===== config.mk =====
export PLATFORM = sky130hd
export DESIGN_NAME = memory_arbiter
export DESIGN_NICKNAME = d
export VERILOG_FILES = /design/src/rtl/memory_arbiter.sv
export SDC_FILE = /design/constraint.sdc
export NUM_CORES = 1
export LEC_CHECK = 0
export CAP_MARGIN = 30
export CORE_MARGIN = 2
export CORE_UTILIZATION = 41
export DETAILED_ROUTE_END_ITERATION = 16
export MAX_ROUTING_LAYER = met4
export PLACE_DENSITY = 0.8
export SYNTH_ARGS = -nofsm -noshare
export SYNTH_HDL_FRONTEND = slang
export SYNTH_SLANG_ARGS = --single-unit

===== constraint.sdc =====
create_clock -name MEMORY_ARBITER_CLOCK_50 -period 2 [get_ports MEMORY_ARBITER_CLOCK_50]
set_input_delay 0.3 -clock MEMORY_ARBITER_CLOCK_50 [delete_from_list [all_inputs] [get_ports MEMORY_ARBITER_CLOCK_50]]
set_output_delay 0.3 -clock MEMORY_ARBITER_CLOCK_50 [all_outputs]
set_load 0.03 [all_outputs]

===== src/rtl/memory_arbiter.sv =====
// Round-robin arbiter between the instruction-fetch and data ports in front of
// a single strobe/ACK memory port, with a bounded wait per access.
module memory_arbiter #(
  parameter int DATAWIDTH_BUS  = 32,
  parameter int TIMEOUT_CYCLES = 15
) (
  input  logic                     MEMORY_ARBITER_CLOCK_50,
  input  logic                     MEMORY_ARBITER_RESET_InLow,
  input  logic                     MEMORY_ARBITER_IF_REQ_In,
  input  logic [DATAWIDTH_BUS-1:0] MEMORY_ARBITER_IF_ADDRESS_InBUS,
  output logic [DATAWIDTH_BUS-1:0] MEMORY_ARBITER_IF_data_OutBUS,
  output logic                     MEMORY_ARBITER_IF_ACK,
  input  logic                     MEMORY_ARBITER_DM_REQ_In,
  input  logic                     MEMORY_ARBITER_DM_WR_In,
  input  logic [DATAWIDTH_BUS-1:0] MEMORY_ARBITER_DM_ADDRESS_InBUS,
  input  logic [DATAWIDTH_BUS-1:0] MEMORY_ARBITER_DM_data_InBUS,
  output logic [DATAWIDTH_BUS-1:0] MEMORY_ARBITER_DM_data_OutBUS,
  output logic                     MEMORY_ARBITER_DM_ACK,
  output logic [DATAWIDTH_BUS-1:0] MEMORY_ARBITER_MEM_ADDRESS_OutBUS,
  output logic [DATAWIDTH_BUS-1:0] MEMORY_ARBITER_MEM_data_OutBUS,
  output logic                     MEMORY_ARBITER_MEM_RD_Out,
  output logic                     MEMORY_ARBITER_MEM_WR_Out,
  input  logic [DATAWIDTH_BUS-1:0] MEMORY_ARBITER_MEM_data_InBUS,
  input  logic                     MEMORY_ARBITER_MEM_ACK_In,
  output logic                     MEMORY_ARBITER_BUS_ERROR
);

  typedef enum logic [1:0] {
    ST_IDLE   = 2'd0,
    ST_ACCESS = 2'd1,
    ST_DONE   = 2'd2
  } state_e;

  localparam logic [7:0] TMO_LAST = 8'(TIMEOUT_CYCLES - 1);

  state_e                   state_q, state_d;
  logic                     last_dm_q, last_dm_d;
  logic                     gnt_dm_q, gnt_dm_d;
  logic                     wr_q, wr_d;
  logic [DATAWIDTH_BUS-1:0] addr_q, addr_d;
  logic [DATAWIDTH_BUS-1:0] wdata_q, wdata_d;
  logic [7:0]               cnt_q, cnt_d;
  logic [DATAWIDTH_BUS-1:0] if_data_q, if_data_d;
  logic [DATAWIDTH_BUS-1:0] dm_data_q, dm_data_d;
  logic                     mem_rd_q, mem_rd_d;
  logic                     mem_wr_q, mem_wr_d;
  logic                     if_ack_q, if_ack_d;
  logic                     dm_ack_q, dm_ack_d;
  logic                     err_q, err_d;
  logic                     grant_dm_s;

  // State and output registers; last-grant pointer resets to DM so IF wins the first tie.
  always_ff @(posedge MEMORY_ARBITER_CLOCK_50 or negedge MEMORY_ARBITER_RESET_InLow) begin
    if (!MEMORY_ARBITER_RESET_InLow) begin
      state_q   <= ST_IDLE;
      last_dm_q <= 1'b1;
      gnt_dm_q  <= 1'b0;
      wr_q      <= 1'b0;
      addr_q    <= '0;
      wdata_q   <= '0;
      cnt_q     <= 8'd0;
      if_data_q <= '0;
      dm_data_q <= '0;
      mem_rd_q  <= 1'b0;
      mem_wr_q  <= 1'b0;
      if_ack_q  <= 1'b0;
      dm_ack_q  <= 1'b0;
      err_q     <= 1'b0;
    end else begin
      state_q   <= state_d;
      last_dm_q <= last_dm_d;
      gnt_dm_q  <= gnt_dm_d;
      wr_q      <= wr_d;
      addr_q    <= addr_d;
      wdata_q   <= wdata_d;
      cnt_q     <= cnt_d;
      if_data_q <= if_data_d;
      dm_data_q <= dm_data_d;
      mem_rd_q  <= mem_rd_d;
      mem_wr_q  <= mem_wr_d;
      if_ack_q  <= if_ack_d;
      dm_ack_q  <= dm_ack_d;
      err_q     <= err_d;
    end
  end

  // Next-state logic; strobes, ACKs and error are computed one edge ahead so they leave registers.
  always_comb begin
    state_d    = state_q;
    last_dm_d  = last_dm_q;
    gnt_dm_d   = gnt_dm_q;
    wr_d       = wr_q;
    addr_d     = addr_q;
    wdata_d    = wdata_q;
    cnt_d      = cnt_q;
    if_data_d  = if_data_q;
    dm_data_d  = dm_data_q;
    mem_rd_d   = 1'b0;
    mem_wr_d   = 1'b0;
    if_ack_d   = 1'b0;
    dm_ack_d   = 1'b0;
    err_d      = 1'b0;
    grant_dm_s = 1'b0;
    case (state_q)
      ST_IDLE: begin
        if (MEMORY_ARBITER_IF_REQ_In || MEMORY_ARBITER_DM_REQ_In) begin
          grant_dm_s = MEMORY_ARBITER_DM_REQ_In & (~MEMORY_ARBITER_IF_REQ_In | ~last_dm_q);
          state_d    = ST_ACCESS;
          last_dm_d  = grant_dm_s;
          gnt_dm_d   = grant_dm_s;
          wr_d       = grant_dm_s & MEMORY_ARBITER_DM_WR_In;
          addr_d     = grant_dm_s ? MEMORY_ARBITER_DM_ADDRESS_InBUS : MEMORY_ARBITER_IF_ADDRESS_InBUS;
          wdata_d    = grant_dm_s ? MEMORY_ARBITER_DM_data_InBUS : '0;
          cnt_d      = 8'd0;
          mem_rd_d   = ~(grant_dm_s & MEMORY_ARBITER_DM_WR_In);
          mem_wr_d   = grant_dm_s & MEMORY_ARBITER_DM_WR_In;
        end else begin
          state_d = ST_IDLE;
        end
      end
      ST_ACCESS: begin
        // A memory ACK takes priority over a timeout landing on the same edge.
        if (MEMORY_ARBITER_MEM_ACK_In) begin
          state_d  = ST_DONE;
          if_ack_d = ~gnt_dm_q;
          dm_ack_d = gnt_dm_q;
          if (!wr_q) begin
            if (gnt_dm_q) begin
              dm_data_d = MEMORY_ARBITER_MEM_data_InBUS;
            end else begin
              if_data_d = MEMORY_ARBITER_MEM_data_InBUS;
            end
          end else begin
            dm_data_d = dm_data_q;
          end
        end else if (cnt_q == TMO_LAST) begin
          state_d  = ST_DONE;
          if_ack_d = ~gnt_dm_q;
          dm_ack_d = gnt_dm_q;
          err_d    = 1'b1;
          if (gnt_dm_q) begin
            dm_data_d = '0;
          end else begin
            if_data_d = '0;
          end
        end else begin
          cnt_d    = cnt_q + 8'd1;
          mem_rd_d = mem_rd_q;
          mem_wr_d = mem_wr_q;
        end
      end
      ST_DONE: begin
        state_d = ST_IDLE;
      end
      default: begin
        state_d = ST_IDLE;
      end
    endcase
  end

  assign MEMORY_ARBITER_IF_data_OutBUS     = if_data_q;
  assign MEMORY_ARBITER_IF_ACK             = if_ack_q;
  assign MEMORY_ARBITER_DM_data_OutBUS     = dm_data_q;
  assign MEMORY_ARBITER_DM_ACK             = dm_ack_q;
  assign MEMORY_ARBITER_MEM_ADDRESS_OutBUS = addr_q;
  assign MEMORY_ARBITER_MEM_data_OutBUS    = wdata_q;
  assign MEMORY_ARBITER_MEM_RD_Out         = mem_rd_q;
  assign MEMORY_ARBITER_MEM_WR_Out         = mem_wr_q;
  assign MEMORY_ARBITER_BUS_ERROR          = err_q;

endmodule


==> reports/metrics.yaml, run 1 <==
sta:
  worst_pin_slew_ns: 0.434
  drv_slew: 0
  rsz0062_at_grt: "yes"
  period_needed_ns: 1.96
  min_period_over_period: 0.980
  final-hold-violation-count: 0
  final-setup-viol-count: 0
  max_freq_mhz: 510
  relSlewSlack: 0.707
  fin_ws_ns: 0.0392
  clock_skew_ns: 0.0110
  setup_tns_ns: 0
routing:
  routed_via_density: 5.41
  remaining_drc_errors: 0
  vias: 4868
  routedWlPerCell_um: 18.6
  drtIter0Drc: 371
  drt-total-wl_um: 16700
  drt_pass1_iterations: 6
  ant_nets: 0
worst_setup_path:
  crit_fanout: 32
  max_stage_delay_ns: 0.40
  cp.arrival_ns: 2.25
  start_kind: "register"
  critical_path.cell_chain: "inv_1, ha_1, or3b_4, nor4b_4, o21ai_2, buf_12, a32o_1"
  worst_setup_path_end_kind: "register"
  slowest_stage: "or3b_4"
  path_class: "reg -> reg"
  required_ns: 2.29
layout:
  areaGrowthSynthToFinish_pct: 62.8
  postLayoutCellArea_um2: 9430
  nets: 843
  diodes: 0
  fin_util: 0.682
  layout-drive-gt1-share: 0.0903
clocking:
  cts_tree: "built"
  cts_num_sinks: 146
  clock_latency_ns: 0.42
  cts_buffers: 17
  htree_levels: 4
  clk_pin_slew_ns: 0.06
  cts_root_buf: "clkbuf_16"
  cts_buffer_depth: 2
run_status:
  status: "completed"
place:
  placed_area_um2: 8770
  io_buffers: 266
  place.detailed.hpwl_um: 12100
  place_ws_ns: 0.0396
  gp_congestion: 0.842
floorplan:
  row_count: 43
  die_h_um: 123
  dieArea_um2: 15100
  start_util: 0.419
  io_pins: 267
  core-area_um2: 13800
  fp.dieW_um: 123
pwr:
  seq_power_share: 0.308
  leakage_nw: 4.04
  combPwrFrac: 0.485
  p_sw_mw: 6.41
  internal_power_mw: 9.72
  netSwitchingFraction: 0.397
  ir_drop_mv: 0.807
  power_density_nw_per_um2: 1710
  power_mw: 16.1
  clkPwrFrac: 0.207
global_routing:
  grt_pass1_vias: 4790
  antenna_found_initial: 0
  grt_pass1_wl_um: 25300
  grt_overflow: 0
  grt_max_degree: 92
  grt_usage: 0.227
logic_synthesis:
  synth_top_family_by_area: "compound AO/OA/AOI/OAI gates"
  synth_compound_area_frac: 0.223
  netlist_instances: 444
  synth_nets: 580
  ys_warn_count: 0
  yosys.area_share.adder: 0.00432
  yosysMostFrequentCell: "dfrtp_1"
  synth-simple-area-share: 0.0529
  async_flop_share: 1.00
  synth_common_cells: "dfrtp_1 (145), a32o_1 (64), nand2_1 (37)"
  synth-seq-area-share: 0.631
  synthFlopType: "dfrtp_1"
  netlist_area_um2: 5790
  synth.area.top_cells: "dfrtp_1 (63%), a32o_1 (11%), mux2i_1 (5.5%)"
  avgSynthCellArea_um2: 13.1
  synth_xor_area_frac: 0
  ys_ff_latch: 146
  synthMuxAreaShare: 0.0579
  ys_types: 35
  synth_top_area_share: 0.626
  synth_edf_count: 0
  yosys.area.top_type: "dfrtp_1"
run:
  drv_cap: 0
min_path:
  hp-class: "in -> async"
==> what timing repair did <==
action,CTS,global route
hold buffers,1,0
resized for setup,0,0
hold endpoints to repair,33,0
endpoints found under the setup margin,0,71
setup buffers,0,2
==> metrics by stage <==
stage          std cells  hold slack [ns]
6_report             900            0.352
5_1_grt              900            0.360
4_1_cts              898            0.352
3_5_place_dp         865            0.217
3_3_place_gp         865            0.210
2_1_floorplan        444          0.00441
==> power by group through the flow <==
stage                     Combinational, mW  Sequential (mW)  Clock [mW]
after floorplan                        2.10             7.17           0
final                                  7.82             4.97        3.34
after global placement                 7.67             4.95           0
after global routing                   8.26             5.11        3.53
after CTS                              7.86             4.98        3.39
after detailed placement               7.83             5.01           0
==> layout by cell type (no fill, tap or decap), types with 2 or more instances in the layout <==
cell / Yosys / routed
clkdlybuf4s50_1: 0 / 265
dfrtp_1: 145 / 145
a32o_1: 64 / 64
nand2_1: 37 / 37
a22o_1: 35 / 35
o21ai_0: 33 / 33
mux2i_1: 32 / 32
clkbuf_16: 0 / 17
buf_4: 0 / 12
buf_12: 0 / 8
a21oi_1: 6 / 6
nor2_1: 5 / 4
nand3_1: 4 / 4
o21a_1: 4 / 4
clkinv_4: 0 / 4
inv_6: 0 / 4
nor2b_1: 4 / 3
and3_1: 3 / 3
a41oi_1: 3 / 3
a31oi_1: 3 / 3
bufinv_16: 0 / 3
clkbuf_8: 0 / 3
nor3_1: 2 / 2
and2_1: 2 / 2
o21ai_2: 2 / 2
a21o_1: 2 / 2
ha_1: 2 / 2
==> state kept, by name, summed over array words and instances (netlist names) <==
name,count
gnt_dm_q,1
last_dm_q,1
MEMORY_ARBITER_DM_data_OutBUS,32
cnt_q,8
MEMORY_ARBITER_MEM_data_OutBUS,32
MEMORY_ARBITER_IF_data_OutBUS,32
state_q,2
MEMORY_ARBITER_MEM_ADDRESS_OutBUS,32
MEMORY_ARBITER_DM_ACK,1
MEMORY_ARBITER_MEM_WR_Out,1
MEMORY_ARBITER_IF_ACK,1
MEMORY_ARBITER_MEM_RD_Out,1
wr_q,1
MEMORY_ARBITER_BUS_ERROR,1
==> layout make-up <==
cell class | instances | area (um2)
flip-flops and latches | 146 | 3650
clock buffers | 20 | 467
inverters | 1 | 3.75
multi-input cells | 254 | 1990
clock inverters | 12 | 168
fillers | 987 | 4400
repair buffers | 287 | 2920
well taps | 180 | 225
==> critical path, delay by kind of cell (launching register included) <==
family,cells,cell delay [ns]
buffers and inverters,2,0.24
adders and majority gates,1,0.12
and+or+nand+nor,2,0.74
AOI/OAI and AO/OA,2,0.32
DFF,1,0.39
==> worst paths after layout <==
kind	depth (start not counted)	to	slack, ns	start
min in group MEMORY_ARBITER_CLOCK_50	2	MEMORY_ARBITER_MEM_ADDRESS_OutBUS[23]$_DFFE_PN0P_	0.48	MEMORY_ARBITER_MEM_ADDRESS_OutBUS[23]$_DFFE_PN0P_
min reg2reg	2	MEMORY_ARBITER_MEM_ADDRESS_OutBUS[23]$_DFFE_PN0P_	0.48	MEMORY_ARBITER_MEM_ADDRESS_OutBUS[23]$_DFFE_PN0P_
max	7	MEMORY_ARBITER_DM_data_OutBUS[23]$_DFFE_PN0P_	0.04	cnt_q[0]$_DFFE_PN0P_
min	2	MEMORY_ARBITER_DM_data_OutBUS[29]$_DFFE_PN0P_	0.35	MEMORY_ARBITER_RESET_InLow
max reg2reg	7	MEMORY_ARBITER_DM_data_OutBUS[23]$_DFFE_PN0P_	0.04	cnt_q[0]$_DFFE_PN0P_
max in group asynchronous	3	MEMORY_ARBITER_IF_data_OutBUS[16]$_DFFE_PN0P_	1.01	MEMORY_ARBITER_RESET_InLow
==> routing by layer <==
metal,global-route usage,part of all wire,vias up
li1,-,-,2240
met4,0.0912,0.023,0
met5,-,0,-
met3,0.0651,0.081,27
met2,0.370,0.51,243
met1,0.265,0.39,2358
==> logic make-up after synthesis <==
logic type | after synthesis
buffers and inverters | 44
adders and majority gates | 2
and+or+nand+nor | 63
DFF | 146
muxes | 33
AOI/OAI and AO/OA | 156
No activity file was read; power rests on OpenSTA's default activity.
==> inputs of run 2 (changes only) <==
Settings changed: SKIP_CTS_REPAIR_TIMING set to 1.
==> run 2 against run 1 <==
  * Clock-buffer cell count stayed put
  * Global-route usage about the same
  * Sequential power barely moved
  * Largest cell class unchanged
==> reports/metrics.yaml, run 2 (synthesis gave the netlist of run 1 again) <==
sta:
  holdWs_ns: 0.352
  final-hold-violation-count: 0
  rsz0062_at_grt: "yes"
  relSlewSlack: 0.708
  worst_pin_slew_ns: 0.434
  max_freq_mhz: 509
  min_period_over_period: 0.981
  final-setup-viol-count: 0
  fin_ws_ns: 0.0371
  setup_tns_ns: 0
  period_needed_ns: 1.96
  drv_slew: 0
  clock_skew_ns: 0.0105
layout:
  diodes: 0
  fin_util: 0.682
  fin_cells: 900
  final_cell_mix: "clkdlybuf4s50_1 (265), dfrtp_1 (145), a32o_1 (64)"
  areaGrowthSynthToFinish_pct: 62.8
  layout-drive-gt1-share: 0.0903
  postLayoutCellArea_um2: 9430
  nets: 843
  layout_commonest_cell: "clkdlybuf4s50_1"
global_routing:
  grt_max_degree: 92
  grt_pass1_vias: 4783
  grt_pass1_wl_um: 25200
  grt_usage: 0.227
  gr-usage-met2: 0.369
  antenna_found_initial: 0
  gr-usage-met1: 0.265
  busiest_layer: "met2"
  grt_overflow: 0
  met3_usage: 0.0651
routing:
  ant_nets: 0
  remaining_drc_errors: 0
  drt_pass1_iterations: 7
  vias: 4893
  routedWlPerCell_um: 18.6
  drtIter0Drc: 353
  drt-total-wl_um: 16700
  routed_via_density: 5.44
pwr:
  clkPwrFrac: 0.207
  internal_power_mw: 9.72
  combPwrFrac: 0.485
  ir_drop_mv: 0.807
  power_mw: 16.1
  p_sw_mw: 6.41
  netSwitchingFraction: 0.397
  power_density_nw_per_um2: 1710
  leakage_nw: 4.04
  seq_power_share: 0.308
worst_setup_path:
  start_kind: "register"
  crit_fanout: 32
  reg2reg_from: "cnt_q[0]$_DFFE_PN0P_"
  required_ns: 2.29
  rrSetupSlack_ns: 0.04
  r2r_cells: 7
  worst_setup_path_end_kind: "register"
  r2r_end: "MEMORY_ARBITER_DM_data_OutBUS[23]$_DFFE_PN0P_"
  path_class: "reg -> reg"
  cp.arrival_ns: 2.25
place:
  io_buffers: 266
  place_ws_ns: 0.0396
  place.detailed.hpwl_um: 12100
  placed_area_um2: 8770
  gp_congestion: 0.842
  dp_cells: 865
clocking:
  htree_levels: 4
  cts_root_buf: "clkbuf_16"
  clock_latency_ns: 0.42
  cts_num_sinks: 146
  cts_tree: "built"
  cts_buffer_depth: 2
  cts_buffers: 17
  clk_pin_slew_ns: 0.06
floorplan:
  io_pins: 267
  row_count: 43
  core-area_um2: 13800
  dieArea_um2: 15100
  start_util: 0.419
  fp.dieW_um: 123
  die_h_um: 123
run:
  drv_cap: 0
run_status:
  status: "completed"
min_path:
  hp-class: "in -> async"
==> run 2: cell counts in the layout (fill, tap and decap cells not counted) <==
No cell type changed its count.
==> run 2: layer usage <==
layer | up-vias | routed length [um]
li1 | 2244 | -
met1 | 2366 | 6530
met2 | 254 | 8430
met3 | 29 | 1370
met4 | 0 | 392
met5 | - | 0
==> run 2: layout make-up <==
cell class / instances / area (um2)
clock inverter: 12 / 168
timing repair buffer: 287 / 2920
sequential: 146 / 3650
clock buffer: 20 / 467
multi-input combinational: 254 / 1990
inverter: 1 / 3.75
tap: 180 / 225
fill: 987 / 4400
==> run 2: how the worst max path moves through the flow <==
stage / start / end / slack [ns] / cells past startpoint
after floorplan: cnt_q[0]$_DFFE_PN0P_ / cnt_q[1]$_DFFE_PN0P_ / 0.14 / 6
after global placement: MEMORY_ARBITER_MEM_ACK_In / cnt_q[7]$_DFFE_PN0P_ / 0.08 / 5
after detailed placement: MEMORY_ARBITER_MEM_ACK_In / cnt_q[7]$_DFFE_PN0P_ / 0.04 / 5
after CTS: cnt_q[0]$_DFFE_PN0P_ / MEMORY_ARBITER_DM_data_OutBUS[23]$_DFFE_PN0P_ / 0.03 / 7
after global routing: cnt_q[0]$_DFFE_PN0P_ / MEMORY_ARBITER_DM_data_OutBUS[23]$_DFFE_PN0P_ / -0.09 / 7
final: cnt_q[0]$_DFFE_PN0P_ / MEMORY_ARBITER_DM_data_OutBUS[23]$_DFFE_PN0P_ / 0.04 / 7
==> run 2: power groups by stage <==
stage / clock [mW] / combinational [mW] / sequential, mW
finish: 3.34 / 7.81 / 4.97
global route: 3.53 / 8.26 / 5.11
CTS: 3.39 / 7.86 / 4.98
detailed placement: 0 / 7.83 / 5.01
global placement: 0 / 7.67 / 4.95
floorplan: 0 / 2.10 / 7.17
==> run 2: critical path, stage by stage (launching register included) <==
cell	delay [ns]
dfrtp_1	0.39
inv_1	0.06
ha_1	0.12
or3b_4	0.40
nor4b_4	0.35
o21ai_2	0.10
buf_12	0.18
a32o_1	0.22
